### src/rtl/regfile_pkg.sv
// Shared definitions for the scoreboarded register file: default geometry,
// register index type and named register indices.
package regfile_pkg;

    localparam int DATA_W_DEF = 8;
    localparam int ADDR_W_DEF = 3;
    localparam int DEPTH_DEF  = 1 << ADDR_W_DEF;

    typedef logic [ADDR_W_DEF-1:0] reg_idx_t;

    localparam reg_idx_t R0 = 3'd0;
    localparam reg_idx_t R1 = 3'd1;
    localparam reg_idx_t R2 = 3'd2;
    localparam reg_idx_t R3 = 3'd3;
    localparam reg_idx_t R4 = 3'd4;
    localparam reg_idx_t R5 = 3'd5;
    localparam reg_idx_t R6 = 3'd6;
    localparam reg_idx_t R7 = 3'd7;

endpackage

### src/rtl/regfile_sb_if.sv
// Bus between the control/writeback side (master) and the register file (slave):
// write port, two read ports, reservation handshake and scoreboard status.
interface regfile_sb_if
    import regfile_pkg::*;
#(
    parameter int DATA_W = DATA_W_DEF,
    parameter int ADDR_W = ADDR_W_DEF
);
    localparam int DEPTH = 1 << ADDR_W;

    logic              we;
    logic [ADDR_W-1:0] waddr;
    logic [DATA_W-1:0] wdata;
    logic [ADDR_W-1:0] raddr1;
    logic [ADDR_W-1:0] raddr2;
    logic [DATA_W-1:0] rdata1;
    logic [DATA_W-1:0] rdata2;
    logic              rbusy1;
    logic              rbusy2;
    logic              rsv_en;
    logic [ADDR_W-1:0] rsv_addr;
    logic              rsv_ok;
    logic [DEPTH-1:0]  busy_vec;
    logic [ADDR_W:0]   busy_cnt;

    modport master (
        output we, waddr, wdata, raddr1, raddr2, rsv_en, rsv_addr,
        input  rdata1, rdata2, rbusy1, rbusy2, rsv_ok, busy_vec, busy_cnt
    );

    modport slave (
        input  we, waddr, wdata, raddr1, raddr2, rsv_en, rsv_addr,
        output rdata1, rdata2, rbusy1, rbusy2, rsv_ok, busy_vec, busy_cnt
    );

endinterface

### src/rtl/regfile_entry.sv
// One register of the file: data word with load enable plus its scoreboard
// busy flag. A set and a clear on the same edge leave the flag set.
module regfile_entry
    import regfile_pkg::*;
#(
    parameter int DATA_W = DATA_W_DEF
) (
    input  logic              clk,
    input  logic              rst_n,
    input  logic              ld_i,
    input  logic [DATA_W-1:0] d_i,
    input  logic              busy_set_i,
    input  logic              busy_clr_i,
    output logic [DATA_W-1:0] q_o,
    output logic              busy_o
);

    logic [DATA_W-1:0] data_q;
    logic              busy_q;

    always_ff @(posedge clk or negedge rst_n) begin
        if (!rst_n) begin
            data_q <= '0;
            busy_q <= 1'b0;
        end else begin
            if (ld_i) begin
                data_q <= d_i;
            end
            if (busy_set_i) begin
                busy_q <= 1'b1;
            end else if (busy_clr_i) begin
                busy_q <= 1'b0;
            end
        end
    end

    assign q_o    = data_q;
    assign busy_o = busy_q;

endmodule

### src/rtl/regfile_sb.sv
// Register file with one write port, two combinational read ports, optional
// write-to-read bypass, optional hardwired-zero R0 and a busy scoreboard.
module regfile_sb
    import regfile_pkg::*;
#(
    parameter int DATA_W   = DATA_W_DEF,
    parameter int ADDR_W   = ADDR_W_DEF,
    parameter bit ZERO_REG = 1'b1,
    parameter bit BYPASS   = 1'b1
) (
    input  logic        clk,
    input  logic        rst_n,
    regfile_sb_if.slave rf
);

    localparam int DEPTH = 1 << ADDR_W;

    logic [DATA_W-1:0] regs [DEPTH];
    logic [DEPTH-1:0]  busy;

    logic              wr_is_zero;
    logic              rsv_is_zero;
    logic              wr_act;
    logic              rsv_ok;
    logic              set_act;
    logic              cnt_inc;
    logic              cnt_dec;
    logic [ADDR_W:0]   cnt_q;
    logic [ADDR_W:0]   cnt_d;

    // Everything combinational is gated by rst_n so outputs are quiet in reset.
    assign wr_is_zero  = ZERO_REG && (rf.waddr == '0);
    assign rsv_is_zero = ZERO_REG && (rf.rsv_addr == '0);
    assign wr_act      = rst_n & rf.we & ~wr_is_zero;

    assign rsv_ok = rst_n & rf.rsv_en &
                    (rsv_is_zero | ~busy[rf.rsv_addr] |
                     (wr_act & (rf.waddr == rf.rsv_addr)));

    // An accepted reservation to the zero register sets nothing.
    assign set_act = rsv_ok & ~rsv_is_zero;

    genvar gi;
    generate
        for (gi = 0; gi < DEPTH; gi++) begin : g_entry
            if (ZERO_REG && gi == 0) begin : g_zero
                assign regs[gi] = '0;
                assign busy[gi] = 1'b0;
            end else begin : g_reg
                logic set_hit;
                logic clr_hit;

                assign set_hit = set_act & (rf.rsv_addr == ADDR_W'(gi));
                assign clr_hit = wr_act & (rf.waddr == ADDR_W'(gi));

                regfile_entry #(
                    .DATA_W (DATA_W)
                ) u_entry (
                    .clk        (clk),
                    .rst_n      (rst_n),
                    .ld_i       (clr_hit),
                    .d_i        (rf.wdata),
                    .busy_set_i (set_hit),
                    .busy_clr_i (clr_hit),
                    .q_o        (regs[gi]),
                    .busy_o     (busy[gi])
                );
            end
        end
    endgenerate

    // Count only real transitions of busy bits so busy_cnt tracks popcount(busy).
    assign cnt_inc = set_act & ~busy[rf.rsv_addr];
    assign cnt_dec = wr_act & busy[rf.waddr] &
                     ~(set_act & (rf.rsv_addr == rf.waddr));

    always_comb begin
        cnt_d = cnt_q;
        if (cnt_inc && !cnt_dec) begin
            cnt_d = cnt_q + 1'b1;
        end else if (cnt_dec && !cnt_inc) begin
            cnt_d = cnt_q - 1'b1;
        end
    end

    always_ff @(posedge clk or negedge rst_n) begin
        if (!rst_n) begin
            cnt_q <= '0;
        end else begin
            cnt_q <= cnt_d;
        end
    end

    logic [ADDR_W-1:0] raddr_a [2];
    logic [DATA_W-1:0] rdata_a [2];
    logic              rbusy_a [2];

    assign raddr_a[0] = rf.raddr1;
    assign raddr_a[1] = rf.raddr2;

    generate
        for (gi = 0; gi < 2; gi++) begin : g_rport
            logic byp;

            // wr_act already excludes the zero register and reset.
            assign byp         = BYPASS && wr_act && (rf.waddr == raddr_a[gi]);
            assign rdata_a[gi] = byp ? rf.wdata : regs[raddr_a[gi]];
            assign rbusy_a[gi] = byp ? 1'b0 : busy[raddr_a[gi]];
        end
    endgenerate

    assign rf.rdata1   = rdata_a[0];
    assign rf.rdata2   = rdata_a[1];
    assign rf.rbusy1   = rbusy_a[0];
    assign rf.rbusy2   = rbusy_a[1];
    assign rf.rsv_ok   = rsv_ok;
    assign rf.busy_vec = busy;
    assign rf.busy_cnt = cnt_q;

endmodule

### src/flat_wrapper.sv
// flat-port wrapper written by rule: the top's interface ports become plain ports
module regfile_sb_flat import regfile_pkg::*;
#(
    parameter int DATA_W   = DATA_W_DEF,
    parameter int ADDR_W   = ADDR_W_DEF,
    parameter bit ZERO_REG = 1'b1,
    parameter bit BYPASS   = 1'b1
)
  (clk, rst_n, rf_we, rf_waddr, rf_wdata, rf_raddr1, rf_raddr2, rf_rsv_en, rf_rsv_addr, rf_rdata1, rf_rdata2, rf_rbusy1, rf_rbusy2, rf_rsv_ok, rf_busy_vec, rf_busy_cnt);
  regfile_sb_if #(.DATA_W(DATA_W), .ADDR_W(ADDR_W)) rf_i ();
  input  logic clk;
  input  logic rst_n;
  input wire logic [$bits(rf_i.we)-1:0] rf_we;
  input wire logic [$bits(rf_i.waddr)-1:0] rf_waddr;
  input wire logic [$bits(rf_i.wdata)-1:0] rf_wdata;
  input wire logic [$bits(rf_i.raddr1)-1:0] rf_raddr1;
  input wire logic [$bits(rf_i.raddr2)-1:0] rf_raddr2;
  input wire logic [$bits(rf_i.rsv_en)-1:0] rf_rsv_en;
  input wire logic [$bits(rf_i.rsv_addr)-1:0] rf_rsv_addr;
  output wire logic [$bits(rf_i.rdata1)-1:0] rf_rdata1;
  output wire logic [$bits(rf_i.rdata2)-1:0] rf_rdata2;
  output wire logic [$bits(rf_i.rbusy1)-1:0] rf_rbusy1;
  output wire logic [$bits(rf_i.rbusy2)-1:0] rf_rbusy2;
  output wire logic [$bits(rf_i.rsv_ok)-1:0] rf_rsv_ok;
  output wire logic [$bits(rf_i.busy_vec)-1:0] rf_busy_vec;
  output wire logic [$bits(rf_i.busy_cnt)-1:0] rf_busy_cnt;
  assign rf_i.we = rf_we;
  assign rf_i.waddr = rf_waddr;
  assign rf_i.wdata = rf_wdata;
  assign rf_i.raddr1 = rf_raddr1;
  assign rf_i.raddr2 = rf_raddr2;
  assign rf_i.rsv_en = rf_rsv_en;
  assign rf_i.rsv_addr = rf_rsv_addr;
  assign rf_rdata1 = rf_i.rdata1;
  assign rf_rdata2 = rf_i.rdata2;
  assign rf_rbusy1 = rf_i.rbusy1;
  assign rf_rbusy2 = rf_i.rbusy2;
  assign rf_rsv_ok = rf_i.rsv_ok;
  assign rf_busy_vec = rf_i.busy_vec;
  assign rf_busy_cnt = rf_i.busy_cnt;
  regfile_sb #(.DATA_W(DATA_W), .ADDR_W(ADDR_W), .ZERO_REG(ZERO_REG), .BYPASS(BYPASS)) u_core (.clk(clk), .rst_n(rst_n), .rf(rf_i));
endmodule
### config.mk
export PLATFORM = sky130hd
export DESIGN_NAME = regfile_sb_flat
export DESIGN_NICKNAME = d
export VERILOG_FILES = /design/src/rtl/regfile_pkg.sv /design/src/rtl/regfile_sb_if.sv /design/src/rtl/regfile_entry.sv /design/src/rtl/regfile_sb.sv /design/src/flat_wrapper.sv
export SDC_FILE = /design/constraint.sdc
export NUM_CORES = 1
export LEC_CHECK = 0
export ABC_AREA = 1
export ABC_CLOCK_PERIOD_IN_PS = 4970
export CORE_AREA = 5 5 81 139
export DETAILED_ROUTE_END_ITERATION = 7
export DIE_AREA = 0 0 86 144
export GPL_TIMING_DRIVEN = 0
export PLACE_DENSITY = 0.65
export SYNTH_ARGS = -nofsm -noshare
export SYNTH_HDL_FRONTEND = slang
export SYNTH_SLANG_ARGS = --single-unit
### constraint.sdc
create_clock -name clk -period 4.97 [get_ports clk]
set_input_delay 0.994 -clock clk [delete_from_list [all_inputs] [get_ports clk]]
set_output_delay 0.994 -clock clk [all_outputs]
set_load 0.01 [all_outputs]
==> results of run 1 <==
==> through the flow <==
step / hold slack (ns) / util [%] / total power [mW] / std cells
finish: 0.477 / 51.8 / 1.98 / 772
global route: 0.509 / 51.8 / 2.10 / 772
CTS: 0.485 / 51.8 / 1.99 / 772
detailed placement: 0.473 / 49.2 / 1.41 / 757
global placement: 0.463 / 49.2 / 1.39 / 757
floorplan: 0.453 / - / 1.13 / 584
==> state kept, by name (all words and copies together), names as in the netlist <==
signal                               cells
u_core.rf.busy_cnt                       4
u_core.g_entry.g_reg.u_entry.busy_o      7
u_core.g_entry.g_reg.u_entry.q_o        56
==> placed cells by master (no fill, tap or decap), types with 2 or more instances in the layout <==
cell | synthesis | layout
nand2_1 | 141 | 141
o21ai_0 | 93 | 93
dfrtp_1 | 67 | 67
inv_1 | 48 | 48
clkdlybuf4s50_1 | 0 | 45
nor2_1 | 33 | 33
nand3_1 | 28 | 28
a21oi_1 | 22 | 22
buf_2 | 16 | 16
o211ai_1 | 16 | 16
o21ai_2 | 14 | 14
o21ai_1 | 13 | 13
buf_4 | 10 | 11
clkbuf_16 | 0 | 9
o22ai_1 | 8 | 8
o221ai_1 | 8 | 8
buf_6 | 7 | 7
clkbuf_1 | 7 | 7
nand2_2 | 6 | 6
xnor2_1 | 6 | 6
nand4_1 | 6 | 6
inv_2 | 4 | 4
nand3_2 | 4 | 4
ha_1 | 3 | 3
nor2_4 | 2 | 2
clkinv_1 | 2 | 2
a22oi_1 | 2 | 2
clkinv_2 | 0 | 2
clkinvlp_4 | 0 | 2
==> where the power goes <==
group          total (mW)  internal [mW]  leakage [nW]  switching (mW)
logic               0.613          0.282          1.42           0.331
registers           0.793          0.673         0.840           0.120
clock network       0.576          0.335         0.128           0.241
total                1.98           1.29          2.39           0.692
==> worst max path at each step <==
| stage | depth (start not counted) | slack (ns) | endpoint |
|---|---|---|---|
| after floorplan | 13 | 1.97 | u_core.rf.busy_cnt[3]$_DFFE_PN0P_ |
| after global placement | 7 | -1.92 | rf_rdata2[1] |
| after detailed placement | 7 | 0.49 | rf_rdata2[1] |
| after CTS | 7 | 0.47 | rf_rdata2[1] |
| after global routing | 7 | 0.25 | rf_rdata2[1] |
| final | 7 | 0.52 | rf_rdata2[1] |
==> per-layer routing <==
layer	vias up	GRT usage, %	part of all wire, %
li1	2068	-	-
met2	268	43.4	49
met3	77	4.90	6.6
met5	-	0	0
met1	2083	27.6	36
met4	0	20.5	8.3
==> critical path, stage by stage <==
cell and delay, ns:
buf_4 0.65, nand2_2 0.31, a21oi_4 0.24, nand3_2 0.22, buf_6 0.23, o21ai_1 0.19
clkdlybuf4s50_1 0.57
==> area by class of cell <==
cell class | instances | area share, %
Multi-Input combinational cell | 421 | 42.1
Clock buffer | 9 | 4.30
Buffer | 41 | 5.04
Tap cell | 127 | 3.03
Timing Repair Buffer | 46 | 8.74
Sequential cell | 67 | 32.0
Clock inverter | 6 | 0.812
Inverter | 55 | 3.99
==> logic make-up (layout without fill, tap and decap cells) <==
kind of cell    Yosys count  in the layout  share of synthesized area [%]
mux                       1              1                          0.259
fa+ha+maj                 4              4                           1.32
flops                    67             67                           38.5
simple gates            225            225                           22.7
other cells               1              1                         0.0861
buf+inv                  96            157                           10.9
compound gates          183            183                           24.9
xor+xnor                  7              7                           1.41
==> Yosys cell counts, drive strengths merged (7+ instances only) <==
library cell  number  share of area, %
a21oi             24               3.1
buf               34               5.5
clkbuf             7              0.60
dfrtp             67                38
inv               53               4.6
nand2            147                13
nand3             32               4.1
nor2              36               3.5
o211ai            16               2.8
o21ai            120                15
o221ai             8               1.6
o22ai              8               1.1
==> flow_metrics.env, run 1 <==
export IMPL_ys_flop_type="dfrtp_1"
export IMPL_worstMarginPinSlew_ns=0.887
export IMPL_ctsHoldBuffers=0
export IMPL_area_growth_pct=20.3
export IMPL_rsz0062_at_grt="false"
export IMPL_hold_class="reg2reg"
export IMPL_worstHoldPathCells=1
export IMPL_grt_overflow=0
export IMPL_fmax_ghz=0.225
export IMPL_worstSetupStartpoint="rst_n"
export IMPL_arrival_ns=3.45
export IMPL_worstReg2RegStart="u_core.g_entry[4].g_reg.u_entry.busy_o$_DFFE_PN0P_"
export IMPL_ys_warn_count=0
export IMPL_fp_dieH_um=144
export IMPL_worstReg2RegEnd="u_core.rf.busy_cnt[3]$_DFFE_PN0P_"
export IMPL_synth_area_per_cell_sq_um=7.46
export IMPL_syn_num_nets=612
export IMPL_critical_path_required_ns=3.98
export IMPL_ys_seq_area_share_pct=38.5
export IMPL_min_to="u_core.rf.busy_cnt[3]$_DFFE_PN0P_"
export IMPL_seq_area_sq_mm=0.00168
export IMPL_drc_errors=0
export IMPL_cts_buffers=9
export IMPL_synthCells=584
export IMPL_grt_usage_pct=25.7
export IMPL_fin_crit_ns=4.45
export IMPL_postCtsResizedCells=0
export IMPL_cts_path_max_buffers=2
export IMPL_r2r_slack_ns=2.46
export IMPL_fp_dieW_um=86
export IMPL_dp_hpwl_um=11500
export IMPL_drt_total_wl_um=15300
export IMPL_reg2regPathDepth=15
export IMPL_pre_cts_slack_ns=0.486
export IMPL_ys_types=43
export IMPL_grt_max_degree=70
export IMPL_fin_crit_sh_pct=89.5
export IMPL_drive_gt1_share_pct=13.6
export IMPL_hold_violations=0
export IMPL_critical_path_class="in2out"
export IMPL_startpoint_type="input pin"
export IMPL_setup_ws_ns=0.522
export IMPL_slew_headroom_pct=40.9
export IMPL_first_global_vias=4424
export IMPL_grt_pass1_wl_um=23800
export IMPL_synth_edf_count=0
export IMPL_worstSkewPairLatency_ns=0.34
export IMPL_vias=4496
export IMPL_vias_per_cell=5.82
export IMPL_cts_setup_buffers=0
export IMPL_maxCapViolCount=0
export IMPL_htreeDepth=3
export IMPL_port_buffers=46
export IMPL_fillers=1035
export IMPL_place_gp_congestion=0.952
export IMPL_clock_skew_ns=0.00678
export IMPL_final_area_sq_mm=0.00524
export IMPL_dpl_cell_area_sq_mm=0.00497
export IMPL_cts_root_buf="clkbuf_16"
export IMPL_ioPinCount=55
export IMPL_cp_max_fo=69
export IMPL_initial_core_util_pct=43.1
export IMPL_status="complete, no violations"
export IMPL_syn_area_sq_mm=0.00436
export IMPL_drtPass1Iterations=5
export IMPL_p_per_area_mw_per_mm2=378
export IMPL_ant_nets=0
export IMPL_cts_sinks=67
export IMPL_diodes=0
export IMPL_coreArea_sq_mm=0.0101
export IMPL_multi_input_area_sq_mm=0.00221
export IMPL_p_leak_nw=2.39
export IMPL_ir_worst_vdd_mv=0.229
export IMPL_post_drt_wl_per_cell_um=19.9
export IMPL_ys_seq_elements=67
export IMPL_setup_viol=0
export IMPL_async_reset_ff_share_pct=100
export IMPL_maxSlewViolCount=0
export IMPL_grt_antenna_before_repair=0
export IMPL_end_kind="output port"
export IMPL_cts_tree="built"
export IMPL_rows=49
export IMPL_hold_start="u_core.rf.busy_cnt[3]$_DFFE_PN0P_"
export IMPL_layout_nets=669
export IMPL_first_iter_violations=374
export IMPL_setup_tns_ns=0
export IMPL_clk_pin_slew_worst_paths_ns=0.05
export IMPL_die_area_sq_mm=0.0124
(Power assumes the default switching activity.)
==> inputs of run 2 (changes only) <==
ABC_CLOCK_PERIOD_IN_PS = 4420   (was 4970)
clock period = 4.42 ns   (was 4.97 ns; I/O delays follow)
==> flow_metrics.env, run 2 (synthesized netlist as in run 1, its figures left out) <==
export IMPL_setup_viol=0
export IMPL_startpoint_type="input pin"
export IMPL_rows=49
export IMPL_fin_crit_sh_pct=91.4
export IMPL_maxCapViolCount=0
export IMPL_critical_path_required_ns=3.54
export IMPL_cts_sinks=67
export IMPL_post_drt_wl_per_cell_um=19.8
export IMPL_largest_reg_flops=56
export IMPL_grt_usage_pct=25.7
export IMPL_ir_worst_vdd_mv=0.258
export IMPL_coreArea_sq_mm=0.0101
export IMPL_drive_gt1_share_pct=13.6
export IMPL_p_leak_nw=2.39
export IMPL_htreeDepth=3
export IMPL_fp_dieH_um=144
export IMPL_grt_antenna_before_repair=0
export IMPL_worstSkewPairLatency_ns=0.34
export IMPL_end_kind="output port"
export IMPL_setup_ws_ns=0.380
export IMPL_fillers=1033
export IMPL_dp_hpwl_um=11500
export IMPL_cp_max_fo=10
export IMPL_ctsHoldBuffers=0
export IMPL_grt_max_degree=70
export IMPL_pre_cts_slack_ns=0.101
export IMPL_first_global_vias=4424
export IMPL_final_cell_mix="nand2_1, o21ai_0, dfrtp_1"
export IMPL_drtPass1Iterations=5
export IMPL_hold_class="reg2reg"
export IMPL_cts_buffers=9
export IMPL_arrival_ns=3.16
export IMPL_clk_pin_slew_worst_paths_ns=0.05
export IMPL_place_gp_congestion=0.952
export IMPL_worstMarginPinSlew_ns=0.797
export IMPL_fin_crit_ns=4.04
export IMPL_numPlacedInstances=757
export IMPL_slew_headroom_pct=46.4
export IMPL_final_common_cell="nand2_1"
export IMPL_clock_skew_ns=0.00678
export IMPL_fp_dieW_um=86
export IMPL_final_cell_count_no_fill=772
export IMPL_drt_total_wl_um=15300
export IMPL_cts_path_max_buffers=2
export IMPL_ant_nets=0
export IMPL_hold_violations=0
export IMPL_rsz0062_at_grt="false"
export IMPL_first_iter_violations=374
export IMPL_layout_nets=669
export IMPL_initial_core_util_pct=43.1
export IMPL_p_per_area_mw_per_mm2=425
export IMPL_critical_path_class="in2out"
export IMPL_cts_tree="built"
export IMPL_port_buffers=46
export IMPL_diodes=0
export IMPL_grt_pass1_wl_um=23800
export IMPL_status="complete, no violations"
export IMPL_maxSlewViolCount=0
export IMPL_vias_per_cell=5.83
export IMPL_vias=4497
export IMPL_ioPinCount=55
export IMPL_die_area_sq_mm=0.0124
export IMPL_area_growth_pct=20.4
export IMPL_cts_root_buf="clkbuf_16"
export IMPL_hold_slack_ns=0.477
export IMPL_grt_overflow=0
export IMPL_fmax_ghz=0.248
export IMPL_drc_errors=0
-- run 2: layout make-up --
type | instances | area, sq um | share of cell area (%)
clock inverter | 6 | 42.5 | 0.811
multi-input combinational | 421 | 2210 | 42.1
inverter | 55 | 209 | 3.98
sequential | 67 | 1680 | 32.0
timing repair buffer | 46 | 462 | 8.80
clock buffer | 9 | 225 | 4.29
buffer | 41 | 264 | 5.03
tap | 127 | 159 | 3.03
-- run 2: what timing repair did --
| item | CTS | global route |
|---|---|---|
| gates resized for setup | 0 | 1 |
| buffers inserted | 0 | 0 |
| endpoints found under the setup margin | 0 | 7 |
-- run 2: path summary, 6_finish.rpt --
check,startpoint,endpoint,slack (ns),depth (start not counted)
setup / recovery,rf_raddr2[0],rf_rdata2[2],0.38,7
hold / removal,u_core.rf.busy_cnt[3]$_DFFE_PN0P_,u_core.rf.busy_cnt[3]$_DFFE_PN0P_,0.48,1
setup reg to reg,u_core.g_entry[4].g_reg.u_entry.busy_o$_DFFE_PN0P_,u_core.rf.busy_cnt[3]$_DFFE_PN0P_,1.91,15
hold reg to reg,u_core.rf.busy_cnt[3]$_DFFE_PN0P_,u_core.rf.busy_cnt[3]$_DFFE_PN0P_,0.48,1
max in group asynchronous,rst_n,u_core.g_entry[1].g_reg.u_entry.q_o[0]$_DFFE_PN0P_,3.41,1
min in group asynchronous,rst_n,u_core.g_entry[6].g_reg.u_entry.busy_o$_DFFE_PN0P_,0.54,1
-- run 2: report_power, final --
part           total, mW  internal (mW)  switching (mW)  leakage (nW)
Sequential         0.891          0.757           0.134         0.840
Combinational      0.690          0.317           0.372          1.42
Clock              0.648          0.377           0.271         0.128
-- run 2: worst max-delay path: stages --
cell	delay, ns
clkdlybuf4s50_1	0.52
buf_2	0.27
nand2_1	0.31
o221ai_1	0.38
nand3_1	0.13
o21ai_2	0.09
clkdlybuf4s50_1	0.56
-- run 2: layer usage --
| metal | wire (um) | track usage, % | part of all wire (%) | up-vias |
|---|---|---|---|---|
| li1 | - | - | - | 2068 |
| met1 | 5500 | 27.6 | 36 | 2078 |
| met2 | 7510 | 43.4 | 49 | 273 |
| met3 | 1030 | 4.90 | 6.7 | 78 |
| met4 | 1270 | 20.5 | 8.3 | 0 |
| met5 | 0 | 0 | 0 | - |
-- run 2: per-stage QoR --
step | TNS, ns | cell area (sq um) | power, mW | utilization, %
after floorplan | 0 | 4360 | 1.28 | -
after global placement | -107.06 | 4970 | 1.57 | 49.2
after detailed placement | 0 | 4970 | 1.59 | 49.2
after CTS | 0 | 5240 | 2.24 | 51.8
after global routing | 0 | 5240 | 2.36 | 51.8
final | 0 | 5240 | 2.23 | 51.8
